==> src/rtl/sysid_check_pkg.sv <==
// Shared types and constants for the boot-time system ID check master.
// Used by sysid_check_timer and sysid_check_master.
package sysid_check_pkg;

  typedef enum logic [2:0] {
    IDLE,
    RD_ID_REQ,
    RD_ID_WAIT,
    RD_TS_REQ,
    RD_TS_WAIT,
    CHECK,
    DONE
  } sysid_state_e;

  localparam logic SYSID_ADDR_ID = 1'b0;
  localparam logic SYSID_ADDR_TS = 1'b1;

  function automatic int timer_width(input int cycles);
    return $clog2(cycles + 1);
  endfunction

endpackage

==> src/rtl/sysid_check_timer.sv <==
// Per-read-phase cycle timer: cleared between phases, counts while enabled,
// flags the last allowed cycle of a read transaction.
module sysid_check_timer
  import sysid_check_pkg::*;
#(
  parameter int CYCLES = 255
) (
  input  logic clock,
  input  logic reset_n,
  input  logic clear,
  input  logic enable,
  output logic expired
);

  localparam int W = timer_width(CYCLES);

  logic [W-1:0] count;

  // count holds the index of the current cycle within the phase (0-based)
  always_ff @(posedge clock) begin
    if (!reset_n || clear) begin
      count <= '0;
    end else if (enable && !expired) begin
      count <= count + W'(1);
    end
  end

  assign expired = (count == W'(CYCLES - 1));

endmodule

==> src/rtl/sysid_check_master.sv <==
// Avalon-MM read master that checks the system ID slave (ID, then timestamp).
// Optional macro SYSID_CHECK_AUTOSTART_EN: run one check automatically after reset.
module sysid_check_master
  import sysid_check_pkg::*;
#(
  parameter logic [31:0] EXP_ID         = 32'h2013_0731,
  parameter logic [31:0] EXP_TS         = 32'h525C_44FB,
  parameter int          TIMEOUT_CYCLES = 255,
  parameter int          RETRY_MAX      = 3
) (
  input  logic         clock,
  input  logic         reset_n,
  input  logic         start,
  output logic         busy,
  output logic         done,
  output logic         pass,
  output logic         id_mismatch,
  output logic         ts_mismatch,
  output logic         timeout,
  output logic [31:0]  id_value,
  output logic [31:0]  ts_value,
  output logic         m_address,
  output logic         m_read,
  input  logic         m_waitrequest,
  input  logic [31:0]  m_readdata,
  input  logic         m_readdatavalid,
  output sysid_state_e dbg_state
);

  localparam int RW = (RETRY_MAX > 0) ? $clog2(RETRY_MAX + 1) : 1;

  // Handshake: a command is accepted in any cycle with m_read=1 and
  // m_waitrequest=0; m_read/m_address hold until then. readdatavalid is only
  // honoured in a REQ acceptance cycle or a WAIT state, so stale data is dropped.

  sysid_state_e  state;
  logic [RW-1:0] retry_cnt;
  logic          start_int;
  logic          in_req;
  logic          in_wait;
  logic          in_xfer;
  logic          read_done;
  logic          tmr_expired;
  logic          tmr_clear;

`ifdef SYSID_CHECK_AUTOSTART_EN
  logic auto_pend;

  always_ff @(posedge clock) begin
    if (!reset_n) begin
      auto_pend <= 1'b1;
    end else begin
      auto_pend <= 1'b0;
    end
  end

  assign start_int = start | auto_pend;
`else
  assign start_int = start;
`endif

  assign in_req    = (state == RD_ID_REQ) || (state == RD_TS_REQ);
  assign in_wait   = (state == RD_ID_WAIT) || (state == RD_TS_WAIT);
  assign in_xfer   = in_req || in_wait;
  assign read_done = (in_req && !m_waitrequest && m_readdatavalid) ||
                     (in_wait && m_readdatavalid);
  assign tmr_clear = !in_xfer || read_done || tmr_expired;
  assign dbg_state = state;

  sysid_check_timer #(
    .CYCLES (TIMEOUT_CYCLES)
  ) u_timer (
    .clock   (clock),
    .reset_n (reset_n),
    .clear   (tmr_clear),
    .enable  (in_xfer),
    .expired (tmr_expired)
  );

  always_ff @(posedge clock) begin
    if (!reset_n) begin
      state       <= IDLE;
      busy        <= 1'b0;
      done        <= 1'b0;
      pass        <= 1'b0;
      id_mismatch <= 1'b0;
      ts_mismatch <= 1'b0;
      timeout     <= 1'b0;
      m_read      <= 1'b0;
      m_address   <= SYSID_ADDR_ID;
      id_value    <= '0;
      ts_value    <= '0;
      retry_cnt   <= '0;
    end else begin
      done <= 1'b0;
      if (in_xfer && !read_done && tmr_expired) begin
        // Read phase ran out of cycles: restart the whole sequence or give up
        if (int'(retry_cnt) < RETRY_MAX) begin
          retry_cnt <= retry_cnt + RW'(1);
          state     <= RD_ID_REQ;
          m_read    <= 1'b1;
          m_address <= SYSID_ADDR_ID;
        end else begin
          timeout   <= 1'b1;
          pass      <= 1'b0;
          busy      <= 1'b0;
          done      <= 1'b1;
          m_read    <= 1'b0;
          m_address <= SYSID_ADDR_ID;
          state     <= DONE;
        end
      end else begin
        case (state)
          IDLE: begin
            if (start_int) begin
              state       <= RD_ID_REQ;
              busy        <= 1'b1;
              pass        <= 1'b0;
              id_mismatch <= 1'b0;
              ts_mismatch <= 1'b0;
              timeout     <= 1'b0;
              retry_cnt   <= '0;
              m_read      <= 1'b1;
              m_address   <= SYSID_ADDR_ID;
            end
          end
          RD_ID_REQ: begin
            if (!m_waitrequest) begin
              if (m_readdatavalid) begin
                id_value  <= m_readdata;
                m_address <= SYSID_ADDR_TS;
                state     <= RD_TS_REQ;
              end else begin
                m_read <= 1'b0;
                state  <= RD_ID_WAIT;
              end
            end
          end
          RD_ID_WAIT: begin
            if (m_readdatavalid) begin
              id_value  <= m_readdata;
              m_read    <= 1'b1;
              m_address <= SYSID_ADDR_TS;
              state     <= RD_TS_REQ;
            end
          end
          RD_TS_REQ: begin
            if (!m_waitrequest) begin
              m_read <= 1'b0;
              if (m_readdatavalid) begin
                ts_value <= m_readdata;
                state    <= CHECK;
              end else begin
                state <= RD_TS_WAIT;
              end
            end
          end
          RD_TS_WAIT: begin
            if (m_readdatavalid) begin
              ts_value <= m_readdata;
              state    <= CHECK;
            end
          end
          CHECK: begin
            id_mismatch <= (id_value != EXP_ID);
            ts_mismatch <= (ts_value != EXP_TS);
            pass        <= (id_value == EXP_ID) && (ts_value == EXP_TS);
            busy        <= 1'b0;
            done        <= 1'b1;
            state       <= DONE;
          end
          DONE: begin
            state <= IDLE;
          end
          default: begin
            state <= IDLE;
          end
        endcase
      end
    end
  end

endmodule

==> config.mk <==
export PLATFORM = sky130hd
export DESIGN_NAME = sysid_check_master
export DESIGN_NICKNAME = d
export VERILOG_FILES = /design/src/rtl/sysid_check_pkg.sv /design/src/rtl/sysid_check_timer.sv /design/src/rtl/sysid_check_master.sv
export SDC_FILE = /design/constraint.sdc
export NUM_CORES = 1
export LEC_CHECK = 0
export CAP_MARGIN = 20
export CORE_MARGIN = 2
export CORE_UTILIZATION = 41
export CTS_CLUSTER_DIAMETER = 120
export DETAILED_ROUTE_END_ITERATION = 7
export GPL_TIMING_DRIVEN = 0
export HOLD_SLACK_MARGIN = 0.1
export PLACE_DENSITY = 0.72
export SLEW_MARGIN = 20
export SYNTH_ARGS = -nofsm -noshare
export SYNTH_HDL_FRONTEND = slang
export SYNTH_SLANG_ARGS = --single-unit
==> constraint.sdc <==
create_clock -name clock -period 3.54 [get_ports clock]
set_clock_uncertainty 0.15 [all_clocks]
set_input_delay 0.531 -clock clock [delete_from_list [all_inputs] [get_ports clock]]
set_output_delay 0.531 -clock clock [all_outputs]
set_load 0.02 [all_outputs]
==> impl_metrics.toml <==
[routing]
via_count = 3441
final_antenna_net_count = 0
first_iter_violations = 153
wl_per_cell_um = 14.8
drcViolationCount = 0
vias_per_cell = 5.17
routed_wl_mm = 9.83
drtPass1Iterations = 4

[sta]
period_minus_slack_ps = 2240
grt_setup_unrepaired = "no"
finalSetupViolations = 0
worstMarginPinSlew_ps = 548
slew_viol_final = 0
hold_ws_ps = 318
tns_ps = 0
finalCritPeriodShare = 0.633
hold_viol = 0
setup_slack_ps = 1300
fmax_ghz = 0.446
max_slew_margin = 0.633

[clocking]
clk_latency_ps = 350
clk_pin_slew_ps = 80
cts_tree = "built"
htree_levels = 3
hold_buffers = 0
cts_buffers = 9
cts_setup_buffers = 0
post_cts_resized = 0
clockBufferDepth = 2
ctsRootBufferMaster = "clkbuf_8"
cts_sinks = 85

[worst_setup_path]
path_max_fanout = 10
critPathCapture = "pass"
critPathLaunchType = "primary input"
crit_arrival_ps = 2350
reg2regPathDepth = 5
r2r-end = "pass"
cp_top_family = "buffers and inverters"
slowest_delay_ps = 540
path_cells = "clkdlybuf4s50_1, clkbuf_1, o2bb2ai_2, o211ai_1, nand4_1, o31ai_1"
r2r_slack_ps = 1520
crit_slowest_cell = "clkdlybuf4s50_1"
worstPathRequired_ps = 3650
critPathLaunch = "m_readdatavalid"
cp_num_buf_inv = 2
path_depth = 6
path_class = "primary input to register"
r2r-start = "ts_value[26]"
endpoint_kind = "register"

[pwr]
max-vdd-ir-drop_mv = 0.230
swShare = 0.260
p_sw_mw = 0.539
power_frac_comb = 0.135
p_int_mw = 1.54
p_leak_nw = 1.67
power.density_mw_per_mm2 = 423
p_seq_frac = 0.487
total_power_mw = 2.08
p_clk_frac = 0.377

[floorplan]
die_w_um = 95.6
io_pins = 112
core_area_sq_mm = 0.00818
die_area_sq_mm = 0.00915
fp-row-count = 33
die_height_um = 95.6
initial_utilization = 0.421

[final_layout]
area_delta_synth_final_pct = 42.6
final_common_cell = "nand2_1"
instances_no_fill = 666
antenna_cells = 0
nets = 596
layout_common_cells = "nand2_1 (142), clkdlybuf4s50_1 (110), dfxtp_1 (85)"
layout-drive-gt1-share = 0.0624
final_cell_area_sq_mm = 0.00491
post-route-util = 0.600

[yosys]
ys_seq_area_frac = 0.494
avgSynthCellArea_sq_um = 7.92
synth_edf_count = 0
ys_warn_count = 0
syn_area_sq_mm = 0.00344
synth-async-reset-ratio = 0
synth_seq_cells = 85
synthFlopType = "dfxtp_1"
synth.distinct_cells = 46
synth_nets = 475
syn_inst = 435

[status]
status = "finished clean"

[placement]
placed_cell_area_sq_mm = 0.00468
pre_cts_ws_ps = 1010
io_buffers = 110
dpl.cell_count = 650
gp_congestion = 0.880
hpwl_mm = 7.33

[global_routing]
grt_first_pass_wirelength_mm = 15.4
first_global_vias = 3251
grt_usage = 0.217
grt-ovfl-total = 0
grt_max_degree = 16
antenna_found_initial = 0

[flow_run]
cap_violations = 0

[hold_path]
hp-class = "register to register"
logic make-up (layout without fill, tap and decap cells):
kind of cell    after synthesis  after routing  share of synthesized area
compound gates              101            101                      0.163
xor+xnor                      7              7                     0.0178
fa+ha+maj                     3              3                     0.0109
buf+inv                      30            156                     0.0381
flops                        85             85                      0.494
mux                           1              1                    0.00327
simple gates                208            208                      0.273
layer usage:
metal	share of wire	vias to the layer above	global-route usage	wire [um]
met1	0.44	1610	0.281	4320
met4	0.020	0	0.0893	200
met3	0.051	14	0.0332	506
met5	0	-	0	0
li1	-	1714	-	-
met2	0.49	103	0.359	4800
sequential cells by signal, indices dropped and copies added (netlist names):
signal,flops
busy,1
dbg_state,3
done,1
id_mismatch,1
id_value,32
m_address,1
m_read,1
pass,1
retry_cnt,2
timeout,1
ts_mismatch,1
ts_value,32
u_timer.count,8
area by class of cell:
cell class / count / area (sq um)
inverter: 5 / 18.8
timing repair buffer: 110 / 1100
fill: 745 / 3270
clock buffer: 10 / 138
buffer: 25 / 113
tap: 105 / 131
multi-input combinational: 320 / 1610
sequential: 85 / 1700
clock inverter: 6 / 95.1
worst min-delay path by stage:
stage                     startpoint               end  depth (start not counted)
floorplan           u_timer.count[0]  u_timer.count[0]                          1
global placement             timeout           timeout                          2
detailed placement           timeout           timeout                          2
CTS                          timeout           timeout                          2
global route                 timeout           timeout                          2
finish                       timeout           timeout                          2
power by group through the flow:
| stage | Clock [mW] | Combinational [mW] | Sequential [mW] |
|---|---|---|---|
| floorplan | 0 | 0.112 | 1.06 |
| global placement | 0 | 0.276 | 1.03 |
| detailed placement | 0 | 0.279 | 1.03 |
| CTS | 0.792 | 0.281 | 1.01 |
| global route | 0.838 | 0.306 | 1.02 |
| finish | 0.783 | 0.281 | 1.01 |
worst min-delay path, stage by stage, from the launching register on:
cell	delay, ps
dfxtp_1	320
inv_1	50
a21oi_1	50
cell usage after synthesis, types with 3 or more instances:
library cell	n	area, sq um
nand2b_1	6	37.5
ha_1	3	37.5
nor4_1	4	25.0
buf_2	11	55.1
dfxtp_1	85	1700
nor4b_1	7	61.3
o21a_1	3	22.5
xor2_1	4	35.0
nor2_1	19	71.3
nand4_1	9	56.3
nand3_1	3	15.0
o21ai_0	10	50.1
inv_1	4	15.0
nand2_1	142	533
xnor2_1	3	26.3
a21oi_1	74	370
clkbuf_1	12	45.0
No activity file was read; power rests on OpenSTA's default activity.
